==> src/rtl/regfile_readback_scanner_pkg.sv <==
// Shared encodings for the register-file read-back scanner:
// scan FSM states and display idle constants.
package regscan_pkg;

    typedef enum logic [1:0] {
        S_ADDR    = 2'd0,
        S_WAIT    = 2'd1,
        S_CAPTURE = 2'd2,
        S_HOLD    = 2'd3
    } scan_state_t;

    localparam logic [6:0] SEG_BLANK = 7'b1111111;
    localparam logic [3:0] AN_OFF    = 4'b1111;
    localparam int         REG_COUNT = 16;

endpackage

==> src/rtl/regfile_readback_scanner_seg7.sv <==
// seg7_hex_decode: one hex nibble to active-low segments a..g,
// with segment a in bit 1 and segment g in bit 7.
module seg7_hex_decode
    import regscan_pkg::*;
(
    input  logic [3:0] hex,
    output logic [1:7] seg
);

    always_comb begin
        seg = SEG_BLANK;
        unique case (hex)
            4'h0: seg = 7'b0000001;
            4'h1: seg = 7'b1001111;
            4'h2: seg = 7'b0010010;
            4'h3: seg = 7'b0000110;
            4'h4: seg = 7'b1001100;
            4'h5: seg = 7'b0100100;
            4'h6: seg = 7'b0100000;
            4'h7: seg = 7'b0001111;
            4'h8: seg = 7'b0000000;
            4'h9: seg = 7'b0000100;
            4'hA: seg = 7'b0001000;
            4'hB: seg = 7'b1100000;
            4'hC: seg = 7'b0110001;
            4'hD: seg = 7'b1000010;
            4'hE: seg = 7'b0110000;
            4'hF: seg = 7'b0111000;
        endcase
    end

endmodule

==> src/rtl/regfile_readback_scanner.sv <==
// Walks the register file read port and shows each value on a 4-digit display.
// REGSCAN_AUTO_ADVANCE_EN adds a dwell-timeout advance beside the step input.
module regfile_readback_scanner
    import regscan_pkg::*;
#(
    parameter int DWELL_CYCLES = 50_000_000,
    parameter int REFRESH_BITS = 16,
    parameter int LAST_REG     = 15
) (
    input  logic        clk,
    input  logic        reset,
    input  logic        step,
    input  logic [15:0] rd_data,
    output logic [3:0]  rd_addr,
    output logic [3:0]  cur_reg,
    output logic [15:0] shown,
    output logic [1:7]  cath,
    output logic [3:0]  an
);

    localparam logic [3:0] LAST = 4'(LAST_REG);

    if (DWELL_CYCLES < 4) begin : g_dwell_chk
        $error("DWELL_CYCLES must be at least 4");
    end
    if (LAST_REG >= REG_COUNT) begin : g_last_chk
        $error("LAST_REG must index an existing register");
    end

    scan_state_t             state;
    logic [3:0]              idx;
    logic                    step_q;
    logic                    step_edge;
    logic                    advance;
    logic                    blank;
    logic [REFRESH_BITS-1:0] refresh;
    logic [1:0]              sel;
    logic [3:0]              nibble;
    logic [3:0]              an_sel;
    logic [1:7]              seg;

    assign step_edge = step & ~step_q;

`ifdef REGSCAN_AUTO_ADVANCE_EN
    localparam int DW = $clog2(DWELL_CYCLES);

    logic [DW-1:0] dwell;
    logic          timeout;

    assign timeout = (state == S_HOLD) && (dwell == DW'(DWELL_CYCLES - 1));
    assign advance = step_edge | timeout;

    // Restarts on every capture so each register gets a full dwell.
    always_ff @(posedge clk) begin
        if (reset)
            dwell <= '0;
        else if (state == S_CAPTURE)
            dwell <= '0;
        else if (state == S_HOLD && !timeout)
            dwell <= dwell + DW'(1);
    end
`else
    assign advance = step_edge;
`endif

    assign sel = refresh[REFRESH_BITS-1 -: 2];

    always_comb begin
        nibble = shown[3:0];
        an_sel = 4'b1110;
        unique case (sel)
            2'd0: begin nibble = shown[3:0];   an_sel = 4'b1110; end
            2'd1: begin nibble = shown[7:4];   an_sel = 4'b1101; end
            2'd2: begin nibble = shown[11:8];  an_sel = 4'b1011; end
            2'd3: begin nibble = shown[15:12]; an_sel = 4'b0111; end
        endcase
    end

    seg7_hex_decode u_dec (
        .hex (nibble),
        .seg (seg)
    );

    always_ff @(posedge clk) begin
        if (reset) begin
            state   <= S_ADDR;
            idx     <= 4'd0;
            rd_addr <= 4'd0;
            cur_reg <= 4'd0;
            shown   <= 16'd0;
            step_q  <= 1'b0;
            refresh <= '0;
            blank   <= 1'b1;
            an      <= AN_OFF;
            cath    <= SEG_BLANK;
        end else begin
            step_q  <= step;
            refresh <= refresh + REFRESH_BITS'(1);
            an      <= blank ? AN_OFF : an_sel;
            cath    <= blank ? SEG_BLANK : seg;
            unique case (state)
                S_ADDR: begin
                    rd_addr <= idx;
                    state   <= S_WAIT;
                end
                S_WAIT: state <= S_CAPTURE;
                S_CAPTURE: begin
                    shown   <= rd_data;
                    cur_reg <= rd_addr;
                    blank   <= 1'b0;
                    state   <= S_HOLD;
                end
                S_HOLD: begin
                    if (advance) begin
                        idx   <= (idx == LAST) ? 4'd0 : idx + 4'd1;
                        state <= S_ADDR;
                    end
                end
            endcase
        end
    end

endmodule
==> config.mk <==
export PLATFORM = sky130hd
export DESIGN_NAME = regfile_readback_scanner
export DESIGN_NICKNAME = d
export VERILOG_FILES = /design/src/rtl/regfile_readback_scanner_pkg.sv /design/src/rtl/regfile_readback_scanner_seg7.sv /design/src/rtl/regfile_readback_scanner.sv
export SDC_FILE = /design/constraint.sdc
export NUM_CORES = 1
export LEC_CHECK = 0
export ABC_AREA = 1
export CAP_MARGIN = 15
export CORE_AREA = 10 10 93 87
export CTS_CLUSTER_DIAMETER = 80
export CTS_CLUSTER_SIZE = 8
export DETAILED_ROUTE_END_ITERATION = 16
export DIE_AREA = 0 0 103 97
export PLACE_DENSITY = 0.81
export SETUP_SLACK_MARGIN = 0.15
export SYNTH_ARGS = -nofsm -noshare
export SYNTH_HDL_FRONTEND = slang
export SYNTH_SLANG_ARGS = --single-unit
export TNS_END_PERCENT = 50
==> constraint.sdc <==
create_clock -name clk -period 1.6 [get_ports clk]
set_input_delay 0.16 -clock clk [delete_from_list [all_inputs] [get_ports clk]]
set_output_delay 0.16 -clock clk [all_outputs]
set_load 0.005 [all_outputs]
==> flow_summary.yaml, run 1 <==
run_status:
  outcome: "finished clean"
sta:
  report.final.slew_viol_count: 0
  timing.fmax_mhz: 635
  setup_viol: 0
  rsz0062_at_grt: "true"
  skew_ns: 0.0103
  period_needed_ns: 1.58
  slew_headroom_pct: 74.7
  tightestPinTransition_ns: 0.376
  period_share_pct: 98.4
  hold_viol_final: 0
power:
  seqPwrFrac_pct: 38.0
  ir_drop_uv: 864
  p_per_area_mw_per_mm2: 1380
  p_clk_share_pct: 25.7
  p_leak_uw: 0.00157
  power_switching_uw: 1760
  power.total_uw: 5270
  power_frac_comb_pct: 36.3
  p_int_uw: 3510
  swShare_pct: 33.4
floorplanning:
  dieHeight_um: 97
  fp.dieArea_mm2: 0.00999
  start_util_pct: 45.1
  io_pins: 54
  die_w_um: 103
  rows: 27
  core_area_mm2: 0.00608
grt:
  grt_max_degree: 20
  antenna_found_initial: 0
  grt_remaining_overflow: 0
  grt_pass1_wl_mm: 12.6
  grt_usage_pct: 15.4
  first_global_vias: 2784
synthesis:
  ys_warn_count: 0
  ys_seq_elements: 59
  synth_edf_count: 0
  postSynth.asyncResetShare_pct: 0
  synth_common_cells: "nor2_1 (62), nand2_1 (60), dfxtp_1 (59)"
  syn_area_mm2: 0.00274
  synth_cell_types: 33
  syn_inst: 365
  yosys.area.top_type: "dfxtp_1"
  synth_nets: 396
  ys.flop_type: "dfxtp_1"
  synth_top_area_share_pct: 43.0
  synth_area_per_cell_um2: 7.52
  seq_area_frac_synth_pct: 43.0
  synthMostInstantiatedCell: "nor2_1"
  synth_area_leaders: "dfxtp_1 (43%), nor2_1 (8.5%), nand2_1 (8.2%), o21ai_0 (6.0%), ha_1 (5.5%)"
setup_path:
  crit_path_top_delay_cell: "dfxtp_2"
  critPathMaxFanout: 5
  path_class: "reg2reg"
  max_stage_delay_ns: 0.34
  cp.buffers_inverters: 4
  setup.worst_path.end_class: "flip-flop"
  path_common_cell: "nand2_1"
  crit_family: "simple AND/OR/NAND/NOR gates"
  cp-start-kind: "flip-flop"
  worst-endpoint-required_ns: 1.84
  path_cells: "buf_12 -> inv_8 -> nor2_4 -> nand2_2 -> nand4_4 -> inv_4 -> ha_1 -> nand3_1 -> nand2_1 -> inv_1 -> nand2_1"
  cp.arrival_ns: 1.82
cells_and_area:
  multi_input_area_mm2: 0.00148
  top_regs: "refresh x16, shown x16, cath x7"
  diodes: 0
  stdcell_count: 514
  syn_to_final_growth_pct: 38.9
  finalNetCount: 469
  drive_gt1_share_pct: 21.0
  regArea_mm2: 0.00119
  fill_cells: 513
hold_path:
  worstHoldPathType: "in2reg"
routing:
  viasPerCell: 5.18
  vias: 2661
  routed_wl_mm: 7.48
  drt_iter0_drc: 155
  drc: 0
  routedWlPerCell_um: 14.6
  drt_pass1_iterations: 5
  ant_nets: 0
cts:
  cts_sinks: 59
  clkLatencyLatePin_ns: 0.34
  h-tree-depth: 3
  clk_pin_slew_worst_paths_ns: 0.07
  cts.path.max_buffers: 2
  numCtsBuffers: 9
  cts-root-buf: "clkbuf_8"
  hold_buffers: 0
  tritoncts: "done"
placed_design:
  dp_cells: 492
  port_buffers: 53
  gp_congestion: 0.903
  place.detailed.hpwl_mm: 5.30
job:
  drv_cap: 0
repair_timing:
item	4_1_cts	5_1_grt
buffers inserted	5	2
pin swaps	5	1
endpoints found under the setup margin	8	15
resized for setup	23	16
power by group through the flow:
stage / clock (uW) / combinational, uW / sequential [uW]
final: 1360 / 1910 / 2000
after global routing: 1450 / 2150 / 2040
after CTS: 1370 / 1860 / 1990
after detailed placement: 0 / 1740 / 2010
after global placement: 0 / 1670 / 2010
after floorplan: 0 / 895 / 1990
path summary, 6_finish.rpt:
check                                   to  slack [ns]  cells past startpoint   startpoint
worst max-delay path               cath[2]        0.02                     11  refresh[14]
worst min-delay path              shown[2]        0.39                      3   rd_data[2]
worst max register to register     cath[2]        0.02                     11  refresh[14]
worst min register to register  refresh[0]        0.45                      1   refresh[0]
worst reg2reg max path: cells and delay by family (launching register included):
family / cells / cell delay, ns
buf+inv: 4 / 0.32
fa+ha+maj: 1 / 0.29
simple gates: 6 / 0.53
flops: 1 / 0.34
cell families after synthesis:
kind of cell    synth area share, %
fa+ha+maj                      5.47
simple gates                   32.0
buf+inv                        7.80
flops                          43.0
xor+xnor                      0.958
compound gates                 10.7
layout make-up:
class	instances	area share [%]
clock buffer	13	4.17
clock inverter	2	0.919
inverter	39	4.23
multi-input combinational	256	38.8
sequential	59	31.3
tap	72	2.36
timing repair buffer	73	18.2
layout by cell type, fill, tap and decap left out, types with 2 or more instances in the layout:
cell type,n
dfxtp_1,51
a21oi_1,18
nand4_1,6
o21ai_0,33
nand3_2,5
nor3_1,6
nand2_1,52
nand2_2,13
nand2_4,3
clkdlybuf4s50_1,52
nor2_1,58
inv_2,3
nand3_4,3
nor2_2,8
inv_1,33
clkbuf_1,2
nand3_1,16
xor2_1,2
clkbuf_8,11
nor2_4,7
ha_2,3
ha_1,7
buf_4,19
nor3b_1,3
o21ai_1,2
dfxtp_2,7
ha_4,2
routing by layer:
metal	up-vias	routed length, um	global-route usage, %
met4	0	175	6.06
met5	-	0	0
li1	1320	-	-
met3	16	733	7.31
met2	103	3620	25.1
met1	1222	2960	16.5
stage by stage:
step	hold slack [ns]	setup WS (ns)	utilization [%]	TNS [ns]	instance area, um^2
floorplan	0.267	0.133	-	0	2760
global placement	0.431	0.0450	56.5	0	3430
detailed placement	0.444	-0.0690	56.5	-0.124	3430
CTS	0.384	0.0717	61.5	0	3740
global route	0.420	-0.0706	62.7	-0.201	3810
finish	0.387	0.0249	62.7	0	3810
(Power assumes the default switching activity.)
==> run 2: changes to the inputs <==
--- a/config.mk
+++ b/config.mk
@@ -9,7 +9,7 @@
 export CAP_MARGIN = 15
 export CORE_AREA = 10 10 93 87
 export CTS_CLUSTER_DIAMETER = 80
-export CTS_CLUSTER_SIZE = 8
+export CTS_CLUSTER_SIZE = 25
 export DETAILED_ROUTE_END_ITERATION = 16
 export DIE_AREA = 0 0 103 97
 export PLACE_DENSITY = 0.81
==> results of run 2 <==
No change in the layout: final DEF, timing and power equal those of run 1.
